==> src/rtl/dwconv_pkg.sv <==
// Shared types and helpers for the depthwise-conv bias/add controller.
package dwconv_pkg;

    localparam int DWCONV_DATA_W = 32;

    typedef enum logic [1:0] {
        ST_IDLE  = 2'd0,
        ST_RUN   = 2'd1,
        ST_DRAIN = 2'd2,
        ST_DONE  = 2'd3
    } state_e;

    // Index width for a count of n items, never narrower than one bit.
    function automatic int clog2_min1(input int n);
        int r;
        r = 0;
        while ((1 << r) < n) r++;
        return (r < 1) ? 1 : r;
    endfunction

endpackage

==> src/rtl/dwconv_bias_regfile.sv <==
// Per-channel bias storage: one gated write port, one combinational read port.
module dwconv_bias_regfile #(
    parameter int CHANNELS = 8,
    parameter int DATA_W   = 32,
    parameter int CH_W     = 3
) (
    input  logic              clk,
    input  logic              rst_b,
    input  logic              we,
    input  logic [CH_W-1:0]   waddr,
    input  logic [DATA_W-1:0] wdata,
    input  logic [CH_W-1:0]   raddr,
    output logic [DATA_W-1:0] rdata
);

    logic [DATA_W-1:0] bias_q [CHANNELS];

    // Decoding against each entry index drops out-of-range addresses for free.
    always_ff @(posedge clk or negedge rst_b) begin
        if (!rst_b) begin
            for (int i = 0; i < CHANNELS; i++) bias_q[i] <= '0;
        end else begin
            for (int i = 0; i < CHANNELS; i++) begin
                if (we && (32'(waddr) == i)) bias_q[i] <= wdata;
            end
        end
    end

    always_comb begin
        rdata = '0;
        for (int i = 0; i < CHANNELS; i++) begin
            if (32'(raddr) == i) rdata = bias_q[i];
        end
    end

endmodule

==> src/rtl/dwconv_add_ctrl.sv <==
// Sequencer for the depthwise-conv bias/add stage: walks channel-major over
// CHANNELS x PIXELS, drives add enable/bias and tags each registered sum.
module dwconv_add_ctrl
    import dwconv_pkg::*;
#(
    parameter  int CHANNELS = 8,
    parameter  int PIXELS   = 64,
    parameter  int DATA_W   = DWCONV_DATA_W,
    localparam int CH_W     = clog2_min1(CHANNELS),
    localparam int PIX_W    = clog2_min1(PIXELS)
) (
    input  logic              clk,
    input  logic              rst_b,
    input  logic              start,
    input  logic              cfg_we,
    input  logic [CH_W-1:0]   cfg_addr,
    input  logic [DATA_W-1:0] cfg_bias,
    input  logic              in_valid,
    output logic              in_ready,
    output logic              add_en,
    output logic [DATA_W-1:0] add_bias,
    output logic              out_valid,
    output logic [CH_W-1:0]   out_ch,
    output logic [PIX_W-1:0]  out_pix,
    output logic              busy,
    output logic              done
);

    state_e             state_q, state_d;
    logic [CH_W-1:0]    ch_q, ch_d;
    logic [PIX_W-1:0]   pix_q, pix_d;
    logic               out_valid_q, out_valid_d;
    logic [CH_W-1:0]    out_ch_q, out_ch_d;
    logic [PIX_W-1:0]   out_pix_q, out_pix_d;
    logic               accept;
    logic               last_pix;
    logic               last_ch;

    assign in_ready = (state_q == ST_RUN);
    assign accept   = in_valid && in_ready;
    assign last_pix = (pix_q == PIX_W'(PIXELS - 1));
    assign last_ch  = (ch_q == CH_W'(CHANNELS - 1));

    // Bias is frozen outside IDLE so a pass sees one consistent set.
    dwconv_bias_regfile #(
        .CHANNELS (CHANNELS),
        .DATA_W   (DATA_W),
        .CH_W     (CH_W)
    ) u_bias (
        .clk   (clk),
        .rst_b (rst_b),
        .we    (cfg_we && (state_q == ST_IDLE)),
        .waddr (cfg_addr),
        .wdata (cfg_bias),
        .raddr (ch_q),
        .rdata (add_bias)
    );

    always_comb begin
        state_d     = state_q;
        ch_d        = ch_q;
        pix_d       = pix_q;
        out_valid_d = accept;
        out_ch_d    = out_ch_q;
        out_pix_d   = out_pix_q;
        if (accept) begin
            out_ch_d  = ch_q;
            out_pix_d = pix_q;
        end
        case (state_q)
            ST_IDLE: begin
                if (start) begin
                    state_d = ST_RUN;
                    ch_d    = '0;
                    pix_d   = '0;
                end
            end
            ST_RUN: begin
                if (accept) begin
                    if (last_pix) begin
                        pix_d = '0;
                        if (last_ch) state_d = ST_DRAIN;
                        else         ch_d    = ch_q + 1'b1;
                    end else begin
                        pix_d = pix_q + 1'b1;
                    end
                end
            end
            ST_DRAIN: state_d = ST_DONE;
            ST_DONE:  state_d = ST_IDLE;
            default:  state_d = ST_IDLE;
        endcase
    end

    always_ff @(posedge clk or negedge rst_b) begin
        if (!rst_b) begin
            state_q     <= ST_IDLE;
            ch_q        <= '0;
            pix_q       <= '0;
            out_valid_q <= 1'b0;
            out_ch_q    <= '0;
            out_pix_q   <= '0;
        end else begin
            state_q     <= state_d;
            ch_q        <= ch_d;
            pix_q       <= pix_d;
            out_valid_q <= out_valid_d;
            out_ch_q    <= out_ch_d;
            out_pix_q   <= out_pix_d;
        end
    end

    assign add_en    = accept;
    assign out_valid = out_valid_q;
    assign out_ch    = out_ch_q;
    assign out_pix   = out_pix_q;
    assign busy      = (state_q == ST_RUN) || (state_q == ST_DRAIN);
    assign done      = (state_q == ST_DONE);

endmodule

==> config.mk <==
export PLATFORM = sky130hd
export DESIGN_NAME = dwconv_add_ctrl
export DESIGN_NICKNAME = d
export VERILOG_FILES = /design/src/rtl/dwconv_pkg.sv /design/src/rtl/dwconv_bias_regfile.sv /design/src/rtl/dwconv_add_ctrl.sv
export SDC_FILE = /design/constraint.sdc
export NUM_CORES = 1
export LEC_CHECK = 0
export ABC_CLOCK_PERIOD_IN_PS = 3700
export BUFFER_PORTS_ARGS = -buffer_cell sky130_fd_sc_hd__clkbuf_2
export CORE_MARGIN = 2
export CORE_UTILIZATION = 40
export CTS_CLUSTER_DIAMETER = 30
export CTS_CLUSTER_SIZE = 14
export DETAILED_ROUTE_END_ITERATION = 8
export PLACE_DENSITY_LB_ADDON = 0.15
export SLEW_MARGIN = 10
export SYNTH_ARGS = -nofsm -noshare
export SYNTH_HDL_FRONTEND = slang
export SYNTH_SLANG_ARGS = --single-unit
==> constraint.sdc <==
create_clock -name clk -period 3.7 [get_ports clk]
set_clock_uncertainty 0.05 [all_clocks]
set_input_delay 0.74 -clock clk [delete_from_list [all_inputs] [get_ports clk]]
set_output_delay 0.74 -clock clk [all_outputs]
set_load 0.01 [all_outputs]
Yosys cells after proc, flatten, opt, wreduce, memory -nomap -nowiden
Index checks and enable logic that the tools add are counted.
Word-level totals
  bits of input ports: 40
  output and inout bits: 46
  flip-flop bits (word level): 277
Operators by class
  eq/ne operators: 23
  muxes and demuxes: 22
  add/sub/neg operators: 2
  reductions and logical operators: 18
Operators by type and width (number)
  32-bit 2-to-1 mux: 8
  3-bit equality test, second input constant: 8
  6-bit 2-to-1 mux: 3
  3-bit by 2-bit equality test with 1-bit output, second input constant: 4
  3-bit 2-to-1 mux: 4
  6-bit case mux with 2 select lines: 1
  1-bit logical AND: 10
  2-bit 2-to-1 mux: 4
  2-bit case mux with 4 select lines: 1
  6-bit by 1-bit adder with 6-bit output, second input constant: 1
  3-bit by 1-bit equality test with 1-bit output, second input constant: 2
  6-bit equality test, second input constant: 1
  3-bit logical NOT: 2
  2-bit by 1-bit inequality test with 1-bit output, second input constant: 3
  3-bit case mux with 2 select lines: 1
  5-bit AND reduction: 1
  2-bit equality test, second input constant: 2
  2-bit inequality test, second input constant: 2
  4-bit AND reduction: 1
  3-bit by 1-bit adder with 3-bit output, second input constant: 1
  3-bit AND reduction: 1
  2-bit by 1-bit equality test with 1-bit output, second input constant: 1
  2-bit logical NOT: 1
  2-bit nonzero test: 1
  1-bit logical OR: 1

Logic depth before layout (Yosys ltp)
Gate-level depths: netlist (run 1).
  depth in word-level cells: 9
  gate-level depth with buffers: 11

By module
Synthesis (run 1) repeated with hierarchy kept, for this count alone.
Second synthesis, totals
  cell total of the unflattened synthesis: 1024
  area, all modules: 13270.2 um2
By module, submodules not included
  dwconv_bias_regfile: area each 12191.7 um2, instances 1, cells an instance 928
  dwconv_add_ctrl: area each 1078.5 um2, instances 1, cells an instance 96

Worst setup path before layout (run 1)
Ideal clock, no wire load.
  path kind: reg-to-output
  start point: register ch_q[2]
  end point: output add_bias[10]
  arrival: 2229 ps
  slack: 681 ps
  stages on the path, launching flop included: 12
  path through: dfrtp_1 > inv_1 > clkbuf_1 > buf_1 > ha_1 > clkbuf_1 > or2_1 > clkbuf_1 > buf_2 > a221oi_1 > o22ai_1 > a21oi_1
Between the ends
  word-level cells in the longest chain between the ends: 9
Ends and longest elaborated chain
  start: declaration: line dwconv_add_ctrl.sv:30  | logic [CH_W-1:0] ch_q, ch_d;
  start signal: assignment: line dwconv_add_ctrl.sv:105  | ch_q <= ch_d;
  3-bit logical NOT: line dwconv_bias_regfile.sv:32  | if (32'(raddr) == i) rdata = bias_q[i];
  32-bit 2-to-1 mux (7 in series): line dwconv_bias_regfile.sv:32
  32-bit 2-to-1 mux *: line dwconv_bias_regfile.sv:32
  end: declaration: line dwconv_add_ctrl.sv:21  | output logic [DATA_W-1:0] add_bias,
Mark *: on every way between the ends. The rest lies on a longest branch, timed or not.

Worst setup path in the final report (run 1)
  start point: register ch_q[0]
  end point: output add_bias[28]
Same word-level chain as after synthesis.

==> impl_metrics.toml, run 1 <==
[worst_setup_path]
path_class = "reg2out"
r2r_start = "state_q[0]$_DFFE_PN0P_"
reg2reg_to = "u_bias.bias_q[206]$_DFFE_PN0P_"
cp_max_fo = 10
critical_path_arrival_ns = 2.83
reg2reg_depth = 6
regToRegSetupSlack_ns = 1.00
worstSetupStartpointType = "flip-flop"
endpoint_kind = "primary output"
cp.required_ns = 2.91

[layout]
layout-drive-gt1-share_pct = 32.8
syn2layout_area_growth_pct = 29.0
fillerInstances = 3057
antenna_cells = 0
final_nets = 1430
stdcell_count = 1884
final_cell_mix = "dfrtp_1 (276), nand2_1 (138), mux2_2 (138)"
final_common_cell = "dfrtp_1"

[cts]
numCtsBuffers = 75
htree_levels = 3
clock-sinks = 277
cts-root-buf = "clkbuf_16"
cts_tree = "done"
postCtsHoldBufs = 0
clkLatencyLatePin_ns = 0.56
clockBufferDepth = 3
clkTransAtPathRegs_ns = 0.04

[run_status]
status = "completed"

[synth]
netlist_instances = 1272
syn_nets = 1324
ys_ff_latch = 277
ys_warn_count = 0
synth_top_cell_area_share_pct = 51.4
ys_top_cells_by_area = "dfrtp_1 (51%), mux2_2 (12%), mux2_4 (6.7%)"
syn_area_per_cell_um2 = 10.6
ys_types = 32
synth_top_area_cell = "dfrtp_1"
synth_edf_count = 0
syn_area_um2 = 13500
yosysSeqAreaShare_pct = 51.4
synthFlopType = "dfrtp_1"
async_flop_share_pct = 100

[placement]
place_congestion = 0.747
hpwl_mm = 20.1
dp.cells = 1743
numPortBuffers = 85

[sta]
period_needed_ns = 3.62
max_slew_margin_pct = 42.0
final_max_slew_viol_count = 0
hold_viol = 0
setup_viol = 0
worstMarginPinSlew_ns = 0.870
period_share_pct = 97.9
fmax_mhz = 276
rsz0062_at_grt = "true"

[power]
finalPower_mw = 14.1
p_per_area_nw_per_um2 = 809
leakage_nw = 8.47
ir_drop_v = 0.000388

[floorplanning]
fp.dieW_um = 188
dieArea_um2 = 35200
die_h_um = 188
start_util_pct = 40.5
std_cell_rows = 67
core-area_um2 = 33400
io_pins = 86

[global_routing]
grt_pass1_wl_mm = 59.6
grt_pass1_vias = 10400
overflow = 0
antenna_found_initial = 0
track_usage_pct = 21.5
grt_max_degree = 102

[worst_hold_path]
hold_class = "in2async"

[drt]
wl_per_cell_um = 19.6
ant_nets = 0
drt_first_pass_iters = 5
vias = 9990
routed_wl_mm = 36.9
first_iter_violations = 717
remaining_drc_errors = 0
vias_per_cell = 5.30

[run]
cap_viol_max_count = 0
## registers in the layout (all words and copies together) (netlist names)
name,flops
pix_q,6
out_pix,6
state_q,2
out_ch,3
ch_q,3
out_valid,1
u_bias.bias_q,256
## through the flow
step	setup WS (ns)	instance area, um^2	utilization [%]	setup TNS, ns	hold slack (ns)
3_5_place_dp	0.394	14500	43.5	0	0.422
3_3_place_gp	0.397	14500	43.5	0	0.417
4_1_cts	0.0291	17300	52.0	0	0.0948
5_1_grt	-0.00465	17400	52.2	-0.00574	0.102
2_1_floorplan	0.681	13500	-	0	0.394
6_report	0.0764	17400	52.2	0	0.0746
## cells by family (layout without fill, tap and decap cells)
kind of cell	count (synthesis)	after routing	synth area share (%)
multiplexers	202	202	18.5
buffers and inverters	173	337	5.39
adder cells (fa/ha/maj)	12	12	1.11
AO/OA/AOI/OAI	312	312	13.6
AND/OR/NAND/NOR	296	296	10.0
flip-flops	277	277	51.4
## timing repair
action,CTS,global route
buffers inserted,3,3
pin swaps,0,3
gates resized for setup,7,8
endpoints found under the setup margin,32,25
## report_power, final
part / internal, mW / leakage [nW] / switching (mW) / total, mW
logic: 1.39 / 3.63 / 2.15 / 3.55
clock network: 5.14 / 1.36 / 1.90 / 7.04
registers: 3.33 / 3.48 / 0.171 / 3.50
## worst max-delay path, cell delays in order, from the launching register on
cell,delay (ns)
dfrtp_2,0.44
ha_2,0.22
ha_1,0.20
or2_4,0.31
buf_4,0.21
a221oi_1,0.31
o22ai_1,0.16
a21oi_2,0.26
clkbuf_2,0.17
## area by class of cell
type | instances | area, um^2 | share of cell area, %
Multi-Input combinational cell | 822 | 5960 | 34.2
Clock inverter | 29 | 561 | 3.22
Tap cell | 448 | 561 | 3.22
Sequential cell | 277 | 6930 | 39.8
Inverter | 74 | 278 | 1.60
Clock buffer | 106 | 2210 | 12.7
Timing Repair Buffer | 128 | 913 | 5.25
## layer usage
| layer | wire length, um | track usage (%) | part of all wire (%) | up-vias |
|---|---|---|---|---|
| met4 | 806 | 7.18 | 2.2 | 0 |
| met2 | 16900 | 33.5 | 46 | 236 |
| li1 | - | - | - | 4671 |
| met5 | 0 | 0 | 0 | - |
| met3 | 1620 | 4.34 | 4.4 | 71 |
| met1 | 17600 | 29.9 | 48 | 5012 |
## cell usage after synthesis, types with 2 or more instances
cell / count
a21oi_1: 129
a221oi_1: 33
a22o_1: 4
buf_1: 9
buf_2: 26
buf_6: 6
clkbuf_1: 58
dfrtp_1: 277
ha_1: 12
inv_1: 74
mux2_1: 2
mux2_2: 138
mux2_4: 60
mux2i_1: 2
nand2_1: 139
nand2b_1: 37
nand3_1: 8
nand3b_1: 33
nor2_1: 72
o21ai_0: 76
o22ai_1: 32
o31ai_1: 33
or3_1: 3
## how the worst max path moves through the flow
stage	from	to	slack, ns	cells past startpoint
3_3_place_gp	ch_q[0]$_DFFE_PN0P_	add_bias[28]	0.40	8
5_1_grt	ch_q[1]$_DFFE_PN0P_	add_bias[0]	-0.005	8
4_1_cts	ch_q[0]$_DFFE_PN0P_	add_bias[28]	0.03	8
3_5_place_dp	ch_q[0]$_DFFE_PN0P_	add_bias[0]	0.39	8
2_1_floorplan	ch_q[2]$_DFFE_PN0P_	add_bias[10]	0.68	11
6_report	ch_q[0]$_DFFE_PN0P_	add_bias[28]	0.08	8
Note: power is estimated with default switching activity, not from simulation.
==> run 2: changes to the inputs <==
--- a/config.mk
+++ b/config.mk
@@ -6,12 +6,12 @@
 export NUM_CORES = 1
 export LEC_CHECK = 0
 export ABC_CLOCK_PERIOD_IN_PS = 3700
-export BUFFER_PORTS_ARGS = -buffer_cell sky130_fd_sc_hd__clkbuf_2
 export CORE_MARGIN = 2
 export CORE_UTILIZATION = 40
 export CTS_CLUSTER_DIAMETER = 30
 export CTS_CLUSTER_SIZE = 14
 export DETAILED_ROUTE_END_ITERATION = 8
+export DONT_BUFFER_PORTS = 1
 export PLACE_DENSITY_LB_ADDON = 0.15
 export SLEW_MARGIN = 10
 export SYNTH_ARGS = -nofsm -noshare
==> constraint.sdc (replaced) <==
create_clock -name clk -period 3.7 [get_ports clk]
set_clock_uncertainty 0.05 [all_clocks]
set_input_delay 0.74 -clock clk [delete_from_list [all_inputs] [get_ports clk]]
set_output_delay 0.74 -clock clk [all_outputs]
set_load 0.1 [all_outputs]
==> impl_metrics.toml, run 2 (synthesized netlist as in run 1, its figures left out) <==
[run_status]
status = "finished, violations left"
violations = "negative hold slack"

[floorplanning]
io_pins = 86
std_cell_rows = 67
fp.dieW_um = 188
dieArea_um2 = 35200
start_util_pct = 40.5
die_h_um = 188
core-area_um2 = 33400

[worst_setup_path]
path_class = "reg2out"
reg2reg_to = "u_bias.bias_q[208]$_DFFE_PN0P_"
critical_path_arrival_ns = 2.81
path_cells = "ha_2, ha_1, or2_1, buf_12, a221oi_2, o22ai_1, a21oi_2, buf_12"
worstSetupStartpointType = "flip-flop"
cp_num_cells = 8
crit_end = "add_bias[20]"
slowest_delay_ns = 0.44
cp_max_fo = 32
cp_common_cell = "buf_12"
endpoint_kind = "primary output"
cpLargestDelayFamily = "compound AO/OA/AOI/OAI gates"
crit_buf_inv = 2
cp.required_ns = 2.91
critPathSlowestCell = "dfrtp_1"
cp-startpoint = "ch_q[0]$_DFFE_PN0P_"
reg2reg_depth = 6
regToRegSetupSlack_ns = 1.04
r2r_start = "state_q[0]$_DFFE_PN0P_"

[placement]
numPortBuffers = 0
post-place-ws_ns = 0.444
place_congestion = 0.712
hpwl_mm = 18.3

[power]
leakage_nw = 8.06
p_per_area_nw_per_um2 = 917
ir_drop_v = 0.000845

[drt]
drt_first_pass_iters = 5
wl_per_cell_um = 20.7
remaining_drc_errors = 0
ant_nets = 0
routed_wl_mm = 37.5
vias_per_cell = 5.44
first_iter_violations = 889
vias = 9849

[cts]
htree_levels = 3
numCtsBuffers = 69
cts-root-buf = "clkbuf_16"
clock-sinks = 277
cts_tree = "done"
clockBufferDepth = 3
clkTransAtPathRegs_ns = 0.05
clkLatencyLatePin_ns = 0.54

[run]
cap_viol_max_count = 0

[sta]
worstMarginPinSlew_ns = 0.962
rsz0062_at_grt = "true"
period_share_pct = 97.3
max_slew_margin_pct = 36.0
fmax_mhz = 278
fin_ws_ns = 0.0996
final_max_slew_viol_count = 0
hold_viol = 171
whs_ns = -0.129
setup_viol = 0
period_needed_ns = 3.60

[global_routing]
grt_pass1_vias = 9835
overflow = 0
track_usage_pct = 20.6
grt_pass1_wl_mm = 57.1
antenna_found_initial = 0
grt_max_degree = 278

[worst_hold_path]
hold_class = "in2async"

[layout]
antenna_cells = 0
final_cell_mix = "dfrtp_1 (276), nand2_1 (139), mux2_2 (138)"
largest_register_ffs = 256
final_nets = 1367
layout-drive-gt1-share_pct = 31.5
final_common_cell = "dfrtp_1"
top_register = "u_bias.bias_q"
fin_util_pct = 51.4
multi_input_comb_area_um2 = 6100
syn2layout_area_growth_pct = 27.0
fillerInstances = 3012
ff_latch_area_um2 = 6930
run 2: cell count changes in the layout (fill, tap and decap cells not counted), sizes merged:
cell / change
clkbuf: -103
inv: +4
buf: +26
clkinvlp: +6
bufinv: -11
clkinv: +5
run 2: per-stage QoR:
stage | power [mW] | hold WS [ns] | TNS, ns | cells | instance area (um^2)
3_3_place_gp | 9.82 | 0.408 | 0 | 1679 | 14700
6_report | 15.7 | -0.129 | 0 | 1811 | 17100
4_1_cts | 15.6 | -0.164 | 0 | 1800 | 16900
2_1_floorplan | 7.87 | 0.394 | 0 | 1272 | 13600
5_1_grt | 16.3 | -0.159 | -0.0322 | 1811 | 17100
3_5_place_dp | 9.83 | 0.407 | 0 | 1679 | 14700
run 2: power by group:
part	leakage, nW	internal, mW	switching [mW]
Combinational	3.53	2.21	4.11
Clock	1.05	3.80	1.78
Sequential	3.48	3.32	0.508
run 2: cell type report:
cell class / instances / area share, %
sequential: 277 / 40.4
multi-input combinational: 822 / 35.6
clock buffer: 86 / 10.8
timing repair buffer: 71 / 6.45
tap: 448 / 3.27
clock inverter: 33 / 1.80
inverter: 74 / 1.62
run 2: routing by layer:
metal	wire, um	share of wire [%]	vias to the layer above	GRT usage, %
met4	607	1.6	0	6.27
met1	18000	48	4978	29.4
met3	2380	6.4	64	5.18
met5	0	0	-	0
li1	-	-	4524	-
met2	16500	44	283	31.0
run 2: worst min-delay path by stage:
stage	startpoint	endpoint	slack [ns]	cells past startpoint
after floorplan	rst_b	ch_q[0]$_DFFE_PN0P_	0.39	0
after global placement	rst_b	out_pix[2]$_DFFE_PN0P_	0.41	0
after detailed placement	rst_b	out_pix[2]$_DFFE_PN0P_	0.41	0
after CTS	rst_b	u_bias.bias_q[125]$_DFFE_PN0P_	-0.16	0
after global routing	rst_b	out_pix[2]$_DFFE_PN0P_	-0.16	0
final	rst_b	out_pix[2]$_DFFE_PN0P_	-0.13	0
run 2: repair_timing:
item,4_1_cts,5_1_grt
hold endpoints to repair,277,277
resized for setup,1,16
setup buffers,2,10
endpoints found under the setup margin,28,32
gates cloned,0,1
pin swaps,0,13
==> run 3: changes to the inputs <==
--- a/config.mk
+++ b/config.mk
@@ -5,14 +5,15 @@
 export SDC_FILE = /design/constraint.sdc
 export NUM_CORES = 1
 export LEC_CHECK = 0
-export ABC_CLOCK_PERIOD_IN_PS = 3700
+export ABC_CLOCK_PERIOD_IN_PS = 3500
 export CORE_MARGIN = 2
 export CORE_UTILIZATION = 40
 export CTS_CLUSTER_DIAMETER = 30
-export CTS_CLUSTER_SIZE = 14
+export CTS_CLUSTER_SIZE = 8
 export DETAILED_ROUTE_END_ITERATION = 8
 export DONT_BUFFER_PORTS = 1
 export PLACE_DENSITY_LB_ADDON = 0.15
+export RECOVER_POWER = 100
 export SLEW_MARGIN = 10
 export SYNTH_ARGS = -nofsm -noshare
 export SYNTH_HDL_FRONTEND = slang
==> constraint.sdc (replaced) <==
create_clock -name clk -period 3.5 [get_ports clk]
set_clock_uncertainty 0.05 [all_clocks]
set_input_delay 0.7 -clock clk [delete_from_list [all_inputs] [get_ports clk]]
set_output_delay 0.7 -clock clk [all_outputs]
set_load 0.1 [all_outputs]
==> impl_metrics.toml, run 3 (synthesized netlist as in run 1, its figures left out) <==
[run_status]
status = "finished, violations left"
violations = "negative hold slack"

[sta]
fmax_mhz = 287
rsz0062_at_grt = "true"
period_share_pct = 99.6
period_needed_ns = 3.49
final_max_slew_viol_count = 0
hold_viol = 277
final.setup.tns_ns = 0
worstMarginPinSlew_ns = 1.32
whs_ns = -0.205
fin_ws_ns = 0.0142
max_slew_margin_pct = 12.0
setup_viol = 0

[power]
seq_power_share_pct = 22.6
finalPower_mw = 18.0
p_per_area_nw_per_um2 = 991
leakage_nw = 8.43
internal_power_mw = 11.0
ir_drop_v = 0.000693
pwr-share-comb_pct = 39.0
p_sw_share_pct = 38.9
p_clk_share_pct = 38.4
power.switching_mw = 6.99

[worst_setup_path]
critPathSlowestCell = "dfrtp_2"
worstSetupStartpointType = "flip-flop"
endpoint_kind = "primary output"
slowest_delay_ns = 0.44
critical_path_arrival_ns = 2.74
r2r_start = "state_q[0]$_DFFE_PN0P_"
cp-startpoint = "ch_q[1]$_DFFE_PN0P_"
path_class = "reg2out"
cp.required_ns = 2.75
cp_max_fo = 15
path_cells = "ha_2, ha_1, or2_4, buf_8, a221oi_1, o22ai_2, a21oi_4, buf_12"

[placement]
hpwl_mm = 19.3
dp.cells = 1687
numPortBuffers = 0
post-place-ws_ns = 0.356
placed_area_um2 = 15100
place_congestion = 0.732

[floorplanning]
start_util_pct = 40.5
std_cell_rows = 67
dieArea_um2 = 35200
fp.dieW_um = 188
core-area_um2 = 33400
die_h_um = 188
io_pins = 86

[worst_hold_path]
hold_class = "in2async"

[global_routing]
grt_pass1_wl_mm = 58.8
grt_use_met2_pct = 33.1
track_usage_pct = 21.1
overflow = 0
grt_busiest_layer = "met2"
grt_max_degree = 278
antenna_found_initial = 0
met1_usage_pct = 29.2
grt_pass1_vias = 10200
grt.met3_usage_pct = 4.51

[cts]
cts_tree = "done"
cts-root-buf = "clkbuf_16"
htree_levels = 3
clkLatencyLatePin_ns = 0.56
clock-sinks = 277
clockBufferDepth = 3
clkTransAtPathRegs_ns = 0.04
numCtsBuffers = 75

[drt]
wl_per_cell_um = 19.8
vias = 9777
first_iter_violations = 482
ant_nets = 0
vias_per_cell = 5.34
remaining_drc_errors = 0
routed_wl_mm = 36.2
drt_first_pass_iters = 5

[layout]
stdcell_count = 1830
final_common_cell = "dfrtp_1"
layout-drive-gt1-share_pct = 36.3
largest_register_ffs = 256
antenna_cells = 0
syn2layout_area_growth_pct = 34.3
fin_util_pct = 54.3
top_register = "u_bias.bias_q"
final_cell_area_um2 = 18100
final_cell_mix = "dfrtp_1 (275), nand2_1 (139), mux2_2 (137)"
final_nets = 1374

[run]
cap_viol_max_count = 0
-- run 3: cell types whose count changed in the layout (fill, tap and decap cells not counted), sizes merged --
cell      change
bufinv        +3
clkbuf       +31
clkinvlp      -3
buf           -6
clkinv        -6
-- run 3: per-layer routing --
metal	part of all wire (%)	up-vias	wire, um
met5	0	-	0
met4	2.3	0	839
met3	4.5	64	1610
met2	46	218	16600
met1	47	4942	17100
li1	-	4553	-
-- run 3: path summary, 6_finish.rpt --
kind                                             endpoint  slack [ns]  cells past startpoint
min                                  pix_q[5]$_DFFE_PN0P_       -0.20                      0
max                                           add_bias[8]        0.01                      8
min in group clk           u_bias.bias_q[161]$_DFFE_PN0P_        0.20                      2
max in group asynchronous  u_bias.bias_q[215]$_DFFE_PN0P_        3.00                      0
max reg2reg                 u_bias.bias_q[47]$_DFFE_PN0P_        0.65                      6
min reg2reg                u_bias.bias_q[141]$_DFFE_PN0P_        0.44                      1
-- run 3: final cells by class --
class | instances | area (um^2)
clock buffer | 110 | 2250
clock inverter | 27 | 350
fill | 2899 | 15200
inverter | 74 | 278
multi-input combinational | 822 | 6650
sequential | 277 | 6930
tap | 448 | 561
timing repair buffer | 72 | 1110
-- run 3: power by group through the flow --
stage	logic, mW	registers (mW)	clock network, mW
2_1_floorplan	4.54	4.03	0
3_3_place_gp	6.61	4.09	0
3_5_place_dp	6.64	4.10	0
4_1_cts	6.81	4.06	7.03
5_1_grt	7.35	4.10	7.22
6_report	7.01	4.06	6.90
-- run 3: repair_timing --
item                                    4_1_cts  5_1_grt
endpoints found under the setup margin       32       32
resized for setup                            52       28
cloned                                        0        1
pin swaps                                    33       12
endpoints found under the hold margin       277      277
setup buffers                                 3        2
-- run 3: critical path, delay by kind of cell (launching register included) --
family	cells	cell delay (ns)
flip-flops	1	0.44
buffers and inverters	2	0.37
AND/OR/NAND/NOR	1	0.26
AO/OA/AOI/OAI	3	0.70
adder cells (fa/ha/maj)	2	0.41
